--- src/rtl/fetch_pc_controller_if.sv ---
// Fetch-stage PC control bundle: hazard/redirect inputs, imem handshake,
// and the PC / IF-ID register controls driven back by the controller.
interface fetch_pc_controller_if;
  logic [31:0] pc_i;
  logic        stall_i;
  logic        branch_taken_i;
  logic [31:0] branch_target_i;
  logic        jump_i;
  logic [31:0] jump_target_i;
  logic        trap_i;
  logic        imem_ready_i;
  logic        pc_write_o;
  logic [31:0] pc_next_o;
  logic        imem_req_o;
  logic        if_id_write_o;
  logic        if_id_flush_o;
  logic        pending_o;

  // Controller side
  modport slave (
    input  pc_i, stall_i, branch_taken_i, branch_target_i, jump_i,
           jump_target_i, trap_i, imem_ready_i,
    output pc_write_o, pc_next_o, imem_req_o, if_id_write_o,
           if_id_flush_o, pending_o
  );

  // Pipeline / environment side
  modport master (
    output pc_i, stall_i, branch_taken_i, branch_target_i, jump_i,
           jump_target_i, trap_i, imem_ready_i,
    input  pc_write_o, pc_next_o, imem_req_o, if_id_write_o,
           if_id_flush_o, pending_o
  );
endinterface

--- src/rtl/fetch_pc_controller.sv ---
// Fetch-stage program counter sequencer.
// Chooses the next PC (sequential / branch / jump / trap), honours load-use
// stalls, and parks a redirect while instruction memory is not ready so the
// redirect is applied on the first ready cycle.
//
// state | meaning
// ------+--------------------------------------------------------------
// BOOT  | one cycle after reset release, loads RESET_VECTOR
// FETCH | normal fetch, sequential advance or immediate redirect
// WAIT  | fetch outstanding, memory not ready, no redirect held
// PEND  | redirect latched in pend_target, waiting for memory ready
module fetch_pc_controller #(
  parameter logic [31:0] RESET_VECTOR = 32'h0000_0000,
  parameter logic [31:0] TRAP_VECTOR  = 32'h0000_0100
) (
  input  logic                  clk,
  input  logic                  res,
  fetch_pc_controller_if.slave  bus
);

  typedef enum logic [1:0] {
    BOOT  = 2'd0,
    FETCH = 2'd1,
    WAIT  = 2'd2,
    PEND  = 2'd3
  } state_t;

  localparam logic [31:0] ALIGN_MASK = 32'hFFFF_FFFC;

  state_t      state_q, state_d;
  logic [31:0] pend_target_q, pend_target_d;
  logic        pend_flush_q, pend_flush_d;
  // Remembers that the parked redirect is a trap so a later branch/jump
  // (lower priority) cannot overwrite it.
  logic        pend_trap_q, pend_trap_d;

  logic        redirect;
  logic [31:0] redirect_target;
  logic [31:0] pc_seq;
  logic        pend_take_new;

  logic        pc_write;
  logic [31:0] pc_next;
  logic        imem_req;
  logic        if_id_write;
  logic        if_id_flush;
  logic        pending;

  // Redirect source selection: trap, then jump, then branch; word aligned
  always_comb begin
    redirect = bus.trap_i | bus.jump_i | bus.branch_taken_i;
    if (bus.trap_i) begin
      redirect_target = TRAP_VECTOR & ALIGN_MASK;
    end else if (bus.jump_i) begin
      redirect_target = bus.jump_target_i & ALIGN_MASK;
    end else begin
      redirect_target = bus.branch_target_i & ALIGN_MASK;
    end
  end

  assign pc_seq = bus.pc_i + 32'd4;

  // A fresh redirect replaces the parked one unless it would demote a trap
  assign pend_take_new = redirect & (bus.trap_i | ~pend_trap_q);

  // State and pending-redirect registers
  always_ff @(posedge clk or posedge res) begin
    if (res) begin
      state_q       <= BOOT;
      pend_target_q <= 32'h0000_0000;
      pend_flush_q  <= 1'b0;
      pend_trap_q   <= 1'b0;
    end else begin
      state_q       <= state_d;
      pend_target_q <= pend_target_d;
      pend_flush_q  <= pend_flush_d;
      pend_trap_q   <= pend_trap_d;
    end
  end

  // Next-state and output decode; reset forces outputs immediately
  always_comb begin
    state_d       = state_q;
    pend_target_d = pend_target_q;
    pend_flush_d  = pend_flush_q;
    pend_trap_d   = pend_trap_q;
    pc_write      = 1'b0;
    pc_next       = pc_seq;
    imem_req      = 1'b0;
    if_id_write   = 1'b0;
    if_id_flush   = 1'b0;
    pending       = 1'b0;

    case (state_q)
      BOOT: begin
        pc_write    = 1'b1;
        pc_next     = RESET_VECTOR;
        if_id_flush = 1'b1;
        state_d     = FETCH;
      end

      FETCH: begin
        imem_req = 1'b1;
        if (redirect) begin
          if_id_flush = 1'b1;
          if (bus.imem_ready_i) begin
            pc_write    = 1'b1;
            pc_next     = redirect_target;
            if_id_write = 1'b1;
          end else begin
            pend_target_d = redirect_target;
            pend_flush_d  = 1'b1;
            pend_trap_d   = bus.trap_i;
            state_d       = PEND;
          end
        end else if (bus.stall_i) begin
          // hold PC and IF/ID; nothing to do
        end else if (bus.imem_ready_i) begin
          pc_write    = 1'b1;
          pc_next     = pc_seq;
          if_id_write = 1'b1;
        end else begin
          if_id_flush = 1'b1;
          state_d     = WAIT;
        end
      end

      WAIT: begin
        imem_req    = 1'b1;
        if_id_flush = 1'b1;
        if (redirect) begin
          pend_target_d = redirect_target;
          pend_flush_d  = 1'b1;
          pend_trap_d   = bus.trap_i;
          state_d       = PEND;
        end else if (bus.imem_ready_i) begin
          // Data arrived: behaves like a normal sequential FETCH cycle
          if_id_flush = 1'b0;
          state_d     = FETCH;
          if (!bus.stall_i) begin
            pc_write    = 1'b1;
            pc_next     = pc_seq;
            if_id_write = 1'b1;
          end
        end
      end

      PEND: begin
        pending     = pend_flush_q;
        imem_req    = 1'b1;
        if_id_flush = 1'b1;
        if (pend_take_new) begin
          pend_target_d = redirect_target;
          pend_trap_d   = bus.trap_i;
        end
        if (bus.imem_ready_i) begin
          pc_write      = 1'b1;
          pc_next       = pend_take_new ? redirect_target : pend_target_q;
          if_id_write   = 1'b1;
          pend_flush_d  = 1'b0;
          pend_trap_d   = 1'b0;
          state_d       = FETCH;
        end
      end

      default: begin
        state_d = BOOT;
      end
    endcase

    if (res) begin
      pc_write    = 1'b0;
      pc_next     = RESET_VECTOR;
      imem_req    = 1'b0;
      if_id_write = 1'b0;
      if_id_flush = 1'b1;
      pending     = 1'b0;
    end
  end

  assign bus.pc_write_o    = pc_write;
  assign bus.pc_next_o     = pc_next;
  assign bus.imem_req_o    = imem_req;
  assign bus.if_id_write_o = if_id_write;
  assign bus.if_id_flush_o = if_id_flush;
  assign bus.pending_o     = pending;

endmodule

--- src/flat_wrapper.sv ---
// flat-port wrapper written by rule: the top's interface ports become plain ports
module fetch_pc_controller_flat 
#(
  parameter logic [31:0] RESET_VECTOR = 32'h0000_0000,
  parameter logic [31:0] TRAP_VECTOR  = 32'h0000_0100
)
  (clk, res, bus_pc_i, bus_stall_i, bus_branch_taken_i, bus_branch_target_i, bus_jump_i, bus_jump_target_i, bus_trap_i, bus_imem_ready_i, bus_pc_write_o, bus_pc_next_o, bus_imem_req_o, bus_if_id_write_o, bus_if_id_flush_o, bus_pending_o);
  fetch_pc_controller_if bus_i ();
  input  logic clk;
  input  logic res;
  input wire logic [$bits(bus_i.pc_i)-1:0] bus_pc_i;
  input wire logic [$bits(bus_i.stall_i)-1:0] bus_stall_i;
  input wire logic [$bits(bus_i.branch_taken_i)-1:0] bus_branch_taken_i;
  input wire logic [$bits(bus_i.branch_target_i)-1:0] bus_branch_target_i;
  input wire logic [$bits(bus_i.jump_i)-1:0] bus_jump_i;
  input wire logic [$bits(bus_i.jump_target_i)-1:0] bus_jump_target_i;
  input wire logic [$bits(bus_i.trap_i)-1:0] bus_trap_i;
  input wire logic [$bits(bus_i.imem_ready_i)-1:0] bus_imem_ready_i;
  output wire logic [$bits(bus_i.pc_write_o)-1:0] bus_pc_write_o;
  output wire logic [$bits(bus_i.pc_next_o)-1:0] bus_pc_next_o;
  output wire logic [$bits(bus_i.imem_req_o)-1:0] bus_imem_req_o;
  output wire logic [$bits(bus_i.if_id_write_o)-1:0] bus_if_id_write_o;
  output wire logic [$bits(bus_i.if_id_flush_o)-1:0] bus_if_id_flush_o;
  output wire logic [$bits(bus_i.pending_o)-1:0] bus_pending_o;
  assign bus_i.pc_i = bus_pc_i;
  assign bus_i.stall_i = bus_stall_i;
  assign bus_i.branch_taken_i = bus_branch_taken_i;
  assign bus_i.branch_target_i = bus_branch_target_i;
  assign bus_i.jump_i = bus_jump_i;
  assign bus_i.jump_target_i = bus_jump_target_i;
  assign bus_i.trap_i = bus_trap_i;
  assign bus_i.imem_ready_i = bus_imem_ready_i;
  assign bus_pc_write_o = bus_i.pc_write_o;
  assign bus_pc_next_o = bus_i.pc_next_o;
  assign bus_imem_req_o = bus_i.imem_req_o;
  assign bus_if_id_write_o = bus_i.if_id_write_o;
  assign bus_if_id_flush_o = bus_i.if_id_flush_o;
  assign bus_pending_o = bus_i.pending_o;
  fetch_pc_controller #(.RESET_VECTOR(RESET_VECTOR), .TRAP_VECTOR(TRAP_VECTOR)) u_core (.clk(clk), .res(res), .bus(bus_i));
endmodule
--- config.mk ---
export PLATFORM = sky130hd
export DESIGN_NAME = fetch_pc_controller_flat
export DESIGN_NICKNAME = d
export VERILOG_FILES = /design/src/rtl/fetch_pc_controller_if.sv /design/src/rtl/fetch_pc_controller.sv /design/src/flat_wrapper.sv
export SDC_FILE = /design/constraint.sdc
export NUM_CORES = 1
export LEC_CHECK = 0
export BUFFER_PORTS_ARGS = -buffer_cell sky130_fd_sc_hd__buf_2
export CAP_MARGIN = 10
export CORE_ASPECT_RATIO = 1.2
export CORE_MARGIN = 3
export CORE_UTILIZATION = 53
export DETAILED_ROUTE_END_ITERATION = 12
export GPL_TIMING_DRIVEN = 0
export PLACE_DENSITY = 0.95
export RECOVER_POWER = 100
export SYNTH_ARGS = -nofsm -noshare
export SYNTH_HDL_FRONTEND = slang
export SYNTH_SLANG_ARGS = --single-unit
--- constraint.sdc ---
create_clock -name clk -period 5.4 [get_ports clk]
set_clock_uncertainty 0.1 [all_clocks]
set_input_delay 0.27 -clock clk [delete_from_list [all_inputs] [get_ports clk]]
set_output_delay 0.27 -clock clk [all_outputs]
set_load 0.02 [all_outputs]
==> out/qor.yml <==
route:
  drt_iter0_drc: 264
  wl_um: 10930
  vias_per_cell: 6.152
  wire_per_inst_um: 18.27
  ant_nets: 0
  num_vias: 3679
  drc: 0
  dr.pass1.iters: 5
sta:
  rsz0062_at_grt: "no"
  maxSlewViolCount: 0
  fin_crit_sh_pct: 62.59
  maxSlewHeadroom_pct: 1.411
  setup_viol_count_final: 0
  holdWs_ns: 0.2304
  tightest_slew_ns: 1.477
  clock.fmax_mhz: 295.9
  period_needed_ns: 3.380
  finalHoldViolations: 0
  tns_ns: 0
synth:
  yosysSeqAreaShare_pct: 27.50
  synth-main-ff-cell: "dfrtp_1"
  netlist.area_leader.share_pct: 27.50
  syn_nets: 486
  syn-cell-area_mm2: 0.003276
  synth-seq-cells: 36
  synthArstFlopShare_pct: 100.0
  ys_warn_count: 0
  synth-edff-count: 0
  synthCells: 378
  yosysUniqueCellTypes: 45
  yosysTopAreaCell: "dfrtp_1"
  synth_area_leaders: "dfrtp_1, mux2i_1, a22oi_1"
  avgSynthCellArea_um2: 8.666
die:
  die_h_um: 92.12
  io_pins: 140
  fp.dieW_um: 77.77
  die_area_mm2: 0.007164
  core-area_mm2: 0.005818
  rows: 30
  initial_utilization_pct: 56.30
cells_and_area:
  multiInputGateArea_mm2: 0.002186
  final_cells: 598
  finalNetCount: 625
  post-route-util_pct: 69.94
  register_area_um2: 900.9
  antenna_cells: 0
  layout-drive-gt1-share_pct: 26.45
  design_area_mm2: 0.004069
  synthToLayoutAreaGrowth_pct: 24.22
  fillCellCount: 470
hold_path:
  worstHoldStart: "bus_jump_target_i[8]"
  hp-class: "input port to register"
grt:
  gr-total-overflow: 0
  gr-usage-all-layers_pct: 30.07
  grt_pass1_wl_um: 17260
  antenna_found_initial: 0
  grt_max_degree: 39
  first_global_vias: 3685
cts:
  cts_hold_buf: 0
  clockRootBuffer: "clkbuf_8"
  cts_resized: 0
  cts_made_buffers: 5
  cts_max_level: 2
  cts_buffer_depth: 2
  cts_tree: "done"
  cts_setup_buffers: 0
  cts.clk_slew.worst_paths_ns: 0.07
  cts.sinks: 36
  worstSkewPairLatency_ns: 0.29
critical_path:
  crit_type: "register to primary output"
  endpoint_kind: "primary output"
  rr_startpoint: "u_core.state_q[1]"
  arrival_ns: 3.01
  cp_max_fo: 10
  start_kind: "register"
  required_ns: 5.03
  startpoint: "u_core.state_q[1]"
status:
  status: "complete, but fails checks"
  failed_checks: "capacitance limit"
placement:
  dp.cells: 590
  port_buffers: 132
  dpl_cell_area_mm2: 0.004036
  place_congestion: 0.9362
  hpwl_um: 8349
power_and_ir_drop:
  ir_drop_mv: 0.3234
  p_per_area_mw_per_mm2: 372.7
  leakage_nw: 1.823
run:
  maxCapViolations: 1
[worst paths after layout]
| check | end | slack (ns) | cells past startpoint |
|---|---|---|---|
| hold reg to reg | u_core.pend_target_q[27] | 0.39 | 1 |
| min in group asynchronous | u_core.pend_flush_q | 0.31 | 2 |
| setup reg to reg | u_core.pend_target_q[11] | 2.66 | 7 |
| max in group asynchronous | u_core.pend_target_q[24] | 4.00 | 2 |
| hold / removal | u_core.pend_target_q[8] | 0.23 | 3 |
| setup / recovery | bus_pc_next_o[25] | 2.02 | 8 |
[where the power goes]
part	total (mW)	internal (mW)	switching, mW
Sequential	0.435	0.374	0.0605
Clock	0.205	0.102	0.103
Combinational	0.877	0.317	0.560
[state kept, by name (all words and copies together) (netlist names)]
register              cells
u_core.pend_target_q     32
u_core.state_q            2
u_core.pend_flush_q       1
u_core.pend_trap_q        1
[critical path, cell delays in order (launching register included)]
cell,delay [ns]
dfrtp_1,0.43
inv_1,0.10
ha_1,0.29
inv_1,0.12
a21oi_1,0.61
clkbuf_1,0.47
a22oi_1,0.17
o22ai_1,0.27
clkbuf_1,0.26
[cells in the mapped netlist, drive strengths merged (2+ instances only)]
cell type	number
nor2	43
o21bai	3
nor3	6
o21ai	9
mux2i	30
and3	6
clkbuf	13
dfrtp	36
a21oi	14
a22oi	30
nand4	10
a211oi	2
o211ai	2
mux2	27
o22ai	21
nand3	17
inv	13
a2bb2oi	2
o2bb2ai	2
nand2	19
xor2	11
buf	15
nor4	8
o31ai	4
nor2b	3
xnor2	17
and2	2
ha	5
[cells by family after synthesis]
family	share of synthesized area (%)
compound gates	19.21
xor+xnor	7.486
fa+ha+maj	1.910
buf+inv	5.539
flops	27.50
mux	18.45
simple gates	19.90
[placed cells by master, fill, tap and decap left out, types with 2 or more instances in the layout]
| cell type | count |
|---|---|
| ha_1 | 5 |
| o21bai_1 | 3 |
| a211oi_1 | 2 |
| a22oi_1 | 30 |
| and3_1 | 6 |
| a2bb2oi_1 | 2 |
| o211ai_1 | 2 |
| o2bb2ai_1 | 2 |
| mux2i_1 | 30 |
| nand2_1 | 19 |
| clkbuf_1 | 53 |
| xnor2_1 | 17 |
| nor2_1 | 43 |
| a21oi_1 | 14 |
| mux2_1 | 18 |
| clkinv_2 | 2 |
| nand3_1 | 16 |
| xor2_1 | 11 |
| buf_2 | 106 |
| nor4_2 | 6 |
| clkbuf_8 | 6 |
| nor3_1 | 5 |
| o31ai_1 | 4 |
| o22ai_1 | 21 |
| dfrtp_1 | 36 |
| inv_1 | 13 |
| nor4_4 | 2 |
| nor2b_1 | 3 |
| nand4_1 | 9 |
| o21ai_0 | 9 |
| mux2_2 | 9 |
[metrics by stage]
step / power [mW] / setup WS (ns)
finish: 1.517 / 2.020
floorplan: 1.041 / 2.729
global route: 1.603 / 1.814
detailed placement: 1.319 / 2.492
global placement: 1.288 / 2.513
CTS: 1.523 / 2.157
[cell type report]
type,instances,share of cell area [%]
inverters,13,1.199
multi-input cells,301,53.72
clock inverters,2,0.2460
flip-flops and latches,36,22.14
repair buffers,132,15.16
well taps,80,2.460
plain buffers,28,3.044
clock buffers,6,2.030
[per-layer routing]
| metal | GRT usage (%) | part of all wire (%) | routed length [um] |
|---|---|---|---|
| met3 | 4.912 | 7.2 | 784 |
| met1 | 33.25 | 37 | 4002 |
| met5 | 0 | 0 | 0 |
| met4 | 15.13 | 4.5 | 488 |
| met2 | 54.64 | 52 | 5653 |
Power figures use the tool's default switching activity.
